File: config.mk
export PLATFORM = sky130hd
export DESIGN_NAME = regf_wb_ctrl_flat
export DESIGN_NICKNAME = d
export VERILOG_FILES = /design/src/rtl/regf_wb_ctrl_if.sv /design/src/rtl/regf_wb_ctrl.sv /design/src/flat_wrapper.sv
export SDC_FILE = /design/constraint.sdc
export NUM_CORES = 1
export LEC_CHECK = 0
export ABC_CLOCK_PERIOD_IN_PS = 3500
export CORE_ASPECT_RATIO = 2
export CORE_MARGIN = 2
export CORE_UTILIZATION = 50
export DETAILED_ROUTE_END_ITERATION = 12
export GPL_ROUTABILITY_DRIVEN = 1
export PLACE_DENSITY = 0.77
export SYNTH_ARGS = -nofsm -noshare
export SYNTH_HDL_FRONTEND = slang
export SYNTH_SLANG_ARGS = --single-unit
export TNS_END_PERCENT = 50
File: constraint.sdc
create_clock -name clk -period 3.5 [get_ports clk]
set_input_delay 1.05 -clock clk [delete_from_list [all_inputs] [get_ports clk]]
set_output_delay 1.05 -clock clk [all_outputs]
set_load 0.1 [all_outputs]
File: src/rtl/regf_wb_ctrl_if.sv
// Write-back bus: ALU and load result handshakes in, register-file write port
// and load-queue status out.
interface regf_wb_ctrl_if #(
  parameter int DATA_WIDTH    = 32,
  parameter int ADDRESS_WIDTH = 5,
  parameter int LD_DEPTH      = 4
);
  localparam int NUM_REGS = 2 ** ADDRESS_WIDTH;
  localparam int CNT_W    = $clog2(LD_DEPTH) + 1;

  logic                     alu_valid;
  logic                     alu_ready;
  logic [ADDRESS_WIDTH-1:0] alu_dest;
  logic [DATA_WIDTH-1:0]    alu_data;
  logic                     ld_valid;
  logic                     ld_ready;
  logic [ADDRESS_WIDTH-1:0] ld_dest;
  logic [DATA_WIDTH-1:0]    ld_data;
  logic                     rg_wrt_en;
  logic [ADDRESS_WIDTH-1:0] rg_wrt_dest;
  logic [DATA_WIDTH-1:0]    rg_wrt_data;
  logic [NUM_REGS-1:0]      pend_mask;
  logic [CNT_W-1:0]         ld_count;

  modport master (
    output alu_valid, alu_dest, alu_data, ld_valid, ld_dest, ld_data,
    input  alu_ready, ld_ready, rg_wrt_en, rg_wrt_dest, rg_wrt_data,
           pend_mask, ld_count
  );

  modport slave (
    input  alu_valid, alu_dest, alu_data, ld_valid, ld_dest, ld_data,
    output alu_ready, ld_ready, rg_wrt_en, rg_wrt_dest, rg_wrt_data,
           pend_mask, ld_count
  );
endinterface

File: src/rtl/regf_wb_ctrl.sv
// Register-file write-back arbiter: ALU results win, loads queue in a small FIFO
// whose entries are killed by younger ALU writes to the same register.
module regf_wb_ctrl #(
  parameter int DATA_WIDTH    = 32,
  parameter int ADDRESS_WIDTH = 5,
  parameter int LD_DEPTH      = 4,
  parameter int STARVE_MAX    = 8,
  parameter int ZERO_REG      = 1
) (
  input logic           clk,
  input logic           rst,
  regf_wb_ctrl_if.slave bus
);
  localparam int NUM_REGS = 2 ** ADDRESS_WIDTH;
  localparam int PTR_W    = $clog2(LD_DEPTH);
  localparam int CNT_W    = PTR_W + 1;
  localparam int STV_W    = $clog2(STARVE_MAX + 1);
  localparam logic [CNT_W-1:0] DEPTH_LIM  = CNT_W'(LD_DEPTH);
  localparam logic [STV_W-1:0] STARVE_LIM = STV_W'(STARVE_MAX);

  logic [PTR_W-1:0]         head_q, head_d, tail_q, tail_d;
  logic [CNT_W-1:0]         count_q, count_d;
  logic [STV_W-1:0]         starve_q, starve_d;
  logic [LD_DEPTH-1:0]      live_q, live_d;
  logic [ADDRESS_WIDTH-1:0] fdest_q [LD_DEPTH];
  logic [ADDRESS_WIDTH-1:0] fdest_d [LD_DEPTH];
  logic [DATA_WIDTH-1:0]    fdata_q [LD_DEPTH];
  logic [DATA_WIDTH-1:0]    fdata_d [LD_DEPTH];
  logic                     wr_en_q, wr_en_d;
  logic [ADDRESS_WIDTH-1:0] wr_dest_q, wr_dest_d;
  logic [DATA_WIDTH-1:0]    wr_data_q, wr_data_d;
  logic [NUM_REGS-1:0]      pend_q, pend_d;

  logic alu_ready, ld_ready, alu_xfer, alu_issue, ld_xfer;
  logic head_busy, head_live, pop, ld_issue, ld_born_dead;

  assign alu_ready = !rst && (starve_q < STARVE_LIM);
  assign ld_ready  = !rst && (count_q < DEPTH_LIM);
  assign alu_xfer  = bus.alu_valid && alu_ready;
  // A zero-register ALU result is accepted but frees the port for the FIFO.
  assign alu_issue = alu_xfer && !((ZERO_REG != 0) && (bus.alu_dest == '0));
  assign ld_xfer   = bus.ld_valid && ld_ready;
  assign head_busy = (count_q != '0);
  assign head_live = live_q[head_q];
  assign pop       = !alu_issue && head_busy;
  assign ld_issue  = pop && head_live;
  assign ld_born_dead = (alu_issue && (bus.ld_dest == bus.alu_dest)) ||
                        ((ZERO_REG != 0) && (bus.ld_dest == '0));

  always_comb begin
    head_d    = head_q;
    tail_d    = tail_q;
    count_d   = count_q;
    starve_d  = starve_q;
    live_d    = live_q;
    fdest_d   = fdest_q;
    fdata_d   = fdata_q;
    wr_en_d   = 1'b0;
    wr_dest_d = wr_dest_q;
    wr_data_d = wr_data_q;

    // Younger ALU write supersedes any queued load to the same register.
    for (int i = 0; i < LD_DEPTH; i++) begin
      if (alu_issue && (fdest_q[i] == bus.alu_dest)) live_d[i] = 1'b0;
    end

    if (alu_issue) begin
      wr_en_d   = 1'b1;
      wr_dest_d = bus.alu_dest;
      wr_data_d = bus.alu_data;
    end else if (ld_issue) begin
      wr_en_d   = 1'b1;
      wr_dest_d = fdest_q[head_q];
      wr_data_d = fdata_q[head_q];
    end

    if (pop) begin
      live_d[head_q] = 1'b0;
      head_d         = head_q + PTR_W'(1);
    end

    if (ld_xfer) begin
      fdest_d[tail_q] = bus.ld_dest;
      fdata_d[tail_q] = bus.ld_data;
      live_d[tail_q]  = !ld_born_dead;
      tail_d          = tail_q + PTR_W'(1);
    end

    case ({ld_xfer, pop})
      2'b10:   count_d = count_q + CNT_W'(1);
      2'b01:   count_d = count_q - CNT_W'(1);
      default: count_d = count_q;
    endcase

    if (ld_issue || !head_busy) starve_d = '0;
    else if (alu_issue && head_live) starve_d = starve_q + STV_W'(1);
  end

  // Pending mask is built from the post-edge FIFO so it lines up with ld_count.
  for (genvar gi = 0; gi < NUM_REGS; gi++) begin : g_pend
    logic [LD_DEPTH-1:0] hit;
    for (genvar gj = 0; gj < LD_DEPTH; gj++) begin : g_slot
      assign hit[gj] = live_d[gj] && (fdest_d[gj] == ADDRESS_WIDTH'(gi));
    end
    assign pend_d[gi] = |hit;
  end

  always_ff @(posedge clk) begin
    if (rst) begin
      head_q    <= '0;
      tail_q    <= '0;
      count_q   <= '0;
      starve_q  <= '0;
      live_q    <= '0;
      wr_en_q   <= 1'b0;
      wr_dest_q <= '0;
      wr_data_q <= '0;
      pend_q    <= '0;
    end else begin
      head_q    <= head_d;
      tail_q    <= tail_d;
      count_q   <= count_d;
      starve_q  <= starve_d;
      live_q    <= live_d;
      wr_en_q   <= wr_en_d;
      wr_dest_q <= wr_dest_d;
      wr_data_q <= wr_data_d;
      pend_q    <= pend_d;
    end
  end

  // Payload storage carries no reset; live_q alone decides what is meaningful.
  always_ff @(posedge clk) begin
    fdest_q <= fdest_d;
    fdata_q <= fdata_d;
  end

  assign bus.alu_ready   = alu_ready;
  assign bus.ld_ready    = ld_ready;
  assign bus.rg_wrt_en   = wr_en_q;
  assign bus.rg_wrt_dest = wr_dest_q;
  assign bus.rg_wrt_data = wr_data_q;
  assign bus.pend_mask   = pend_q;
  assign bus.ld_count    = count_q;
endmodule

File: src/flat_wrapper.sv
// flat-port wrapper written by rule: the top's interface ports become plain ports
module regf_wb_ctrl_flat 
#(
  parameter int DATA_WIDTH    = 32,
  parameter int ADDRESS_WIDTH = 5,
  parameter int LD_DEPTH      = 4,
  parameter int STARVE_MAX    = 8,
  parameter int ZERO_REG      = 1
)
  (clk, rst, bus_alu_valid, bus_alu_dest, bus_alu_data, bus_ld_valid, bus_ld_dest, bus_ld_data, bus_alu_ready, bus_ld_ready, bus_rg_wrt_en, bus_rg_wrt_dest, bus_rg_wrt_data, bus_pend_mask, bus_ld_count);
  regf_wb_ctrl_if #(.DATA_WIDTH(DATA_WIDTH), .ADDRESS_WIDTH(ADDRESS_WIDTH), .LD_DEPTH(LD_DEPTH)) bus_i ();
  input logic clk;
  input logic rst;
  input wire logic [$bits(bus_i.alu_valid)-1:0] bus_alu_valid;
  input wire logic [$bits(bus_i.alu_dest)-1:0] bus_alu_dest;
  input wire logic [$bits(bus_i.alu_data)-1:0] bus_alu_data;
  input wire logic [$bits(bus_i.ld_valid)-1:0] bus_ld_valid;
  input wire logic [$bits(bus_i.ld_dest)-1:0] bus_ld_dest;
  input wire logic [$bits(bus_i.ld_data)-1:0] bus_ld_data;
  output wire logic [$bits(bus_i.alu_ready)-1:0] bus_alu_ready;
  output wire logic [$bits(bus_i.ld_ready)-1:0] bus_ld_ready;
  output wire logic [$bits(bus_i.rg_wrt_en)-1:0] bus_rg_wrt_en;
  output wire logic [$bits(bus_i.rg_wrt_dest)-1:0] bus_rg_wrt_dest;
  output wire logic [$bits(bus_i.rg_wrt_data)-1:0] bus_rg_wrt_data;
  output wire logic [$bits(bus_i.pend_mask)-1:0] bus_pend_mask;
  output wire logic [$bits(bus_i.ld_count)-1:0] bus_ld_count;
  assign bus_i.alu_valid = bus_alu_valid;
  assign bus_i.alu_dest = bus_alu_dest;
  assign bus_i.alu_data = bus_alu_data;
  assign bus_i.ld_valid = bus_ld_valid;
  assign bus_i.ld_dest = bus_ld_dest;
  assign bus_i.ld_data = bus_ld_data;
  assign bus_alu_ready = bus_i.alu_ready;
  assign bus_ld_ready = bus_i.ld_ready;
  assign bus_rg_wrt_en = bus_i.rg_wrt_en;
  assign bus_rg_wrt_dest = bus_i.rg_wrt_dest;
  assign bus_rg_wrt_data = bus_i.rg_wrt_data;
  assign bus_pend_mask = bus_i.pend_mask;
  assign bus_ld_count = bus_i.ld_count;
  regf_wb_ctrl #(.DATA_WIDTH(DATA_WIDTH), .ADDRESS_WIDTH(ADDRESS_WIDTH), .LD_DEPTH(LD_DEPTH), .STARVE_MAX(STARVE_MAX), .ZERO_REG(ZERO_REG)) u_core (.clk(clk), .rst(rst), .bus(bus_i));
endmodule
Word level (Yosys, flattened, before mapping)
Index checks and enable logic that the tools add are counted.
{"block": "word_totals", "out_inout_bits": 75, "input_bits": 78, "word_cells": 392, "regBits": 233}
{"block": "op_classes", "bitwise": 4, "n_mux": 33, "n_eq_ne": 131, "n_lt_le_gt_ge": 9, "add_sub_neg": 5, "n_reduce_logical": 193}
{"operator": "5-bit equality test (second input constant)", "count": 64}
{"operator": "5-bit by 4-bit equality test with 1-bit output (second input constant)", "count": 32}
{"operator": "32-bit 2-to-1 mux", "count": 5}
{"operator": "1-bit logical AND", "count": 144}
{"operator": "128-bit bitwise mux", "count": 1}
{"operator": "4-bit OR reduction", "count": 32}
{"operator": "5-bit by 3-bit equality test with 1-bit output (second input constant)", "count": 16}
{"operator": "32-bit binary-select mux with 2-bit select", "count": 1}
{"operator": "32-bit demux with 2-bit select", "count": 1}
{"operator": "5-bit by 2-bit equality test with 1-bit output (second input constant)", "count": 8}
{"operator": "5-bit logical NOT", "count": 6}
{"operator": "5-bit equality test", "count": 5}
{"operator": "5-bit 2-to-1 mux", "count": 5}
{"operator": "20-bit bitwise mux", "count": 1}
{"operator": "5-bit by 1-bit equality test with 1-bit output (second input constant)", "count": 4}
{"operator": "20-bit 2-to-1 mux", "count": 1}
{"operator": "5-bit binary-select mux with 2-bit select", "count": 1}
{"operator": "5-bit demux with 2-bit select", "count": 1}
{"operator": "1-bit 2-to-1 mux", "count": 9}
{"operator": "4-bit 2-to-1 mux", "count": 2}
{"operator": "3-bit >= comparator (second input constant)", "count": 2}
{"operator": "2-bit by 3-bit less-than comparator with 1-bit output (second input constant)", "count": 2}
{"operator": "2-bit inverter with 3-bit output", "count": 2}
{"operator": "3-bit one-hot mux with 2 select lines", "count": 1}
{"operator": "other kinds (20)", "count": 29}

Logic depth before layout (Yosys ltp)
{"block": "logic_depth", "word_depth": 12, "ltp_mapped": 11, "ltp_nobuf": 9}

Worst setup path after synthesis
OpenSTA, ideal clock, no wires.
{"block": "synth_path", "path_kind": "in2out", "start": "in rst", "end": "out bus_alu_ready", "required_ns": 2.450, "cell_stages": 4, "path_buffers": 3, "path_slack_ns": -0.449, "arrival_ns": 2.899, "cell_sequence": "clkbuf_1 clkbuf_1 buf_1 nor2_1"}
{"block": "synth_via", "elab_chain_len": 2}
{"element": "from (decl)", "line_no": "flat_wrapper.sv:13", "text": "input logic rst;"}
{"element": "1-bit logical NOT", "line_no": "regf_wb_ctrl.sv:37", "text": "assign alu_ready = !rst && (starve_q < STARVE_LIM);"}
{"element": "1-bit logical AND", "line_no": "regf_wb_ctrl.sv:37"}
{"element": "to (decl)", "line_no": "flat_wrapper.sv:20", "text": "output wire logic [$bits(bus_i.alu_ready)-1:0] bus_alu_ready;"}
No other way between the ends.

Final worst setup path
{"block": "layout_path", "start": "in bus_alu_dest[1]", "end": "reg u_core.count_q[2] (netlist: u_core.bus.ld_count[2])"}
{"block": "layout_via", "elab_chain_len": 7, "elab_cells_between_ends": 9, "cone_classes": "eq/ne: 2; mux: 1; reduce/logical: 6"}
{"element": "from (decl)", "line_no": "flat_wrapper.sv:15", "text": "input wire logic [$bits(bus_i.alu_dest)-1:0] bus_alu_dest;"}
{"element": "5-bit logical NOT (*)", "line_no": "regf_wb_ctrl.sv:41", "text": "assign alu_issue = alu_xfer && !((ZERO_REG != 0) && (bus.alu_dest == '0));"}
{"element": "1-bit logical NOT (*)", "line_no": "regf_wb_ctrl.sv:41"}
{"element": "1-bit logical AND (*)", "line_no": "regf_wb_ctrl.sv:41"}
{"element": "1-bit logical NOT (*)", "line_no": "regf_wb_ctrl.sv:45", "text": "assign pop = !alu_issue && head_busy;"}
{"element": "1-bit logical AND (*)", "line_no": "regf_wb_ctrl.sv:45"}
{"element": "2-bit by 1-bit equality test with 1-bit output or 2-bit equality test (tied branches)", "line_no": "regf_wb_ctrl.sv:89", "text": "case ({ld_xfer, pop})"}
{"element": "3-bit one-hot mux with 2 select lines or 2-bit nonzero test (tied branches)"}
{"element": "to (signal assigned)", "line_no": "regf_wb_ctrl.sv:122", "text": "count_q <= count_d;"}
{"element": "to (decl)", "line_no": "regf_wb_ctrl.sv:22", "text": "logic [CNT_W-1:0] count_q, count_d;"}
Mark *: on every way between the ends. The rest lies on a longest branch, timed or not.
A chain may end at the register's enable or synchronous reset.

==> impl_metrics.env <==
export IMPL_final_area_um2=13800
export IMPL_fin_util_pct=62.9
export IMPL_worstSetupEndpointType="flip-flop"
export IMPL_htreeDepth=1
export IMPL_worstSetupPathType="input port to flip-flop"
export IMPL_drv_slew=0
export IMPL_grt_use_total_pct=30.1
export IMPL_hp_start="u_core.starve_q[2]$_SDFFE_PP0P_"
export IMPL_hold_viol=0
export IMPL_die_y_um=215
export IMPL_initial_utilization_pct=50.6
export IMPL_start_kind="input port"
export IMPL_period_share_pct=91.3
export IMPL_setup_violations_final=0
export IMPL_ios=153
export IMPL_vias_per_cell=6.10
export IMPL_gp_congestion=0.978
export IMPL_first_global_vias=9702
export IMPL_finalNetCount=1313
export IMPL_synth_ff_type="edfxtp_1"
export IMPL_cap_violations=0
export IMPL_clk_path_buf_depth=3
export IMPL_firstDrtPassIters=5
export IMPL_worstReg2RegStart="u_core.tail_q[0]$_SDFFE_PP0N_"
export IMPL_post_drt_wl_per_cell_um=23.0
export IMPL_synth_cell_types=60
export IMPL_grt_pass1_wl_mm=53.2
export IMPL_overflow=0
export IMPL_synthArstFlopShare_pct=0
export IMPL_cts_resized=0
export IMPL_finalSetupTns_ns=0
export IMPL_regArea_um2=5950
export IMPL_synthesis_nets=1150
export IMPL_period_needed_ns=3.20
export IMPL_synth_largest_area_cell="edfxtp_1"
export IMPL_p_clk_share_pct=25.0
export IMPL_worstSetupStartpoint="bus_alu_dest[1]"
export IMPL_drc=0
export IMPL_endpoint="u_core.bus.ld_count[2]$_SDFFE_PP0P_"
export IMPL_dieArea_um2=23500
export IMPL_worst_slew_pin_slew_ns=1.39
export IMPL_syn_area_um2=11100
export IMPL_drtAntennaViolNets=0
export IMPL_synth_top_area_share_pct=34.6
export IMPL_synth_cells=1061
export IMPL_clock_sinks=233
export IMPL_skew_ns=0.0124
export IMPL_p_leak_nw=5.03
export IMPL_cellInternalPower_mw=5.64
export IMPL_clk_latency_ns=0.52
export IMPL_place_inst=1478
export IMPL_synth_edf_count=128
export IMPL_portBuffers=152
export IMPL_multi_input_area_um2=4680
export IMPL_worst_path_largest_cell_delay_ns=0.58
export IMPL_drt_total_wl_mm=34.9
export IMPL_status="completed"
export IMPL_p_seq_share_pct=39.9
export IMPL_slowest_stage="or4_4"
export IMPL_reg2reg_slack_ns=0.99
export IMPL_root_buffer="clkbuf_16"
export IMPL_finalNonFillerCells=1515
export IMPL_path_cells="clkdlybuf4s50_1, or4_4, o21ai_4, and2_1, ha_1, inv_1, fa_1, xor2_1, or3_1, a21oi_1"
export IMPL_cts_made_buffers=20
export IMPL_fillCellCount=1762
export IMPL_die_w_um=109
export IMPL_ys_seq_elements=233
export IMPL_num_vias=9235
export IMPL_place_hpwl_mm=25.1
export IMPL_antenna_found_initial=1
export IMPL_arrival_ns=3.64
export IMPL_drive_above_1_share_pct=19.9
export IMPL_areaGrowthSynthToFinish_pct=24.3
export IMPL_yosys_warnings=0
export IMPL_power_frac_comb_pct=35.1
export IMPL_placementRows=77
export IMPL_required_ns=3.94
export IMPL_hp_class="flip-flop to flip-flop"
export IMPL_avgSynthCellArea_um2=10.5
export IMPL_synthTopCellsByArea="edfxtp_1, dfxtp_1, mux4_2"
export IMPL_ctsHoldBuffers=0
export IMPL_ys_seq_area_share_pct=53.5
export IMPL_path_clk_slew_ns=0.07
export IMPL_r2r_cells=8
export IMPL_dpl_cell_area_um2=13100
export IMPL_coreArea_um2=22000
export IMPL_first_iter_violations=625
export IMPL_cts_tree="done"
export IMPL_slew_headroom_pct=6.02
export IMPL_reg2reg_to="u_core.bus.pend_mask[3]$_SDFF_PP0_"
export IMPL_ir_drop_mv=0.565
export IMPL_power_mw=9.17
export IMPL_fmaxAchievable_mhz=313
export IMPL_power_switching_mw=3.53
export IMPL_crit_fanout=2
export IMPL_powerDensity_nw_per_um2=664
export IMPL_post_cts_buffers=0
export IMPL_rsz0062_at_grt="no"
export IMPL_swShare_pct=38.5
export IMPL_grt_start_max_net_pins=55
through the flow:
step | setup slack (ns) | hold slack (ns)
finish | 0.304 | 0.474
global route | 0.228 | 0.509
CTS | 0.314 | 0.470
detailed placement | -0.198 | 0.460
global placement | -0.169 | 0.452
floorplan | -0.00153 | 0.440
flip-flops by register name, indices dropped and copies added, names as in the netlist:
register / count
u_core.fdata_q: 128
u_core.bus.pend_mask: 32
u_core.bus.rg_wrt_data: 32
u_core.fdest_q: 20
u_core.bus.rg_wrt_dest: 5
u_core.live_q: 4
u_core.starve_q: 4
u_core.bus.ld_count: 3
u_core.head_q: 2
u_core.tail_q: 2
u_core.bus.rg_wrt_en: 1
metal layers:
| layer | part of all wire (%) | up-vias | track usage, % |
|---|---|---|---|
| met2 | 53 | 464 | 52.9 |
| met1 | 32 | 4389 | 30.1 |
| met3 | 6.7 | 178 | 5.70 |
| met5 | 0 | - | 0 |
| met4 | 8.6 | 0 | 23.1 |
| li1 | - | 4204 | - |
cells in the mapped netlist, types with 19 or more instances:
cell and number:
mux4_2 38, nor3_1 32, a21oi_1 26, edfxtp_1 128
dfxtp_1 105, nand2_1 175, xnor2_1 19, o21ai_0 20
inv_1 22, a32oi_1 24, nand3_1 95, nor2_1 89
clkbuf_1 56, a311oi_1 34
kinds of logic (layout without fill, tap and decap cells):
family	after synthesis	in the layout	synth area share [%]
buf+inv	116	293	4.50
compound gates	153	153	10.3
mux	42	42	8.09
other cells	0	1	0
xor+xnor	29	29	2.29
simple gates	477	477	20.0
flops	233	233	53.5
fa+ha+maj	11	11	1.31
layout by cell type (no fill, tap or decap), types with 7 or more instances in the layout:
master           synthesis  layout
a21oi_1                 26      26
a311oi_1                34      34
a31oi_1                  7       7
a32oi_1                 24      24
and2_1                  14      14
and3_1                   7       7
buf_12                   0      11
buf_4                    5     145
clkbuf_16                0      21
clkdlybuf4s50_1          0      76
dfxtp_1                105     103
edfxtp_1               128     128
ha_1                    10      10
inv_1                   22      20
mux4_2                  38      38
nand2_1                175     175
nand2b_1                 8       8
nand3_1                 95      95
nand3b_1                11      11
nand4_1                 13      13
nor2_1                  89      87
nor3_1                  32      32
nor4_1                   8       8
o21ai_0                 20      20
o22ai_1                  7       7
or3_1                    7       7
xnor2_1                 19      19
xor2_1                  10      10
power by group through the flow:
stage,clock (mW),sequential [mW],combinational [mW]
3_5_place_dp,0,3.68,3.16
3_3_place_gp,0,3.67,3.13
4_1_cts,2.32,3.63,3.17
2_1_floorplan,0,3.96,1.76
6_report,2.30,3.65,3.22
5_1_grt,2.44,3.67,3.41
worst max-delay path, delay by kind of cell:
kind / cells / cell delay [ns]
XOR/XNOR: 1 / 0.16
AND/OR/NAND/NOR: 3 / 1.08
buffers and inverters: 2 / 0.48
adder cells (fa/ha/maj): 2 / 0.56
AO/OA/AOI/OAI: 2 / 0.29
worst min path at each step:
stage / endpoint / slack [ns] / depth (start not counted)
floorplan: u_core.starve_q[2]$_SDFFE_PP0P_ / 0.44 / 2
global placement: u_core.starve_q[2]$_SDFFE_PP0P_ / 0.45 / 2
detailed placement: u_core.starve_q[2]$_SDFFE_PP0P_ / 0.46 / 2
CTS: u_core.starve_q[2]$_SDFFE_PP0P_ / 0.47 / 2
global route: u_core.bus.rg_wrt_data[30]$_SDFFE_PP0P_ / 0.51 / 2
finish: u_core.starve_q[2]$_SDFFE_PP0P_ / 0.47 / 2
cell type report:
class                   count  area share (%)
flip-flops and latches    233            43.1
multi-input cells         712            33.9
repair buffers            233            15.0
clock buffers              27            4.19
well taps                 276            2.50
clock inverters             9           0.689
inverters                  24           0.652
diodes                      1          0.0181
(Power assumes the default switching activity.)
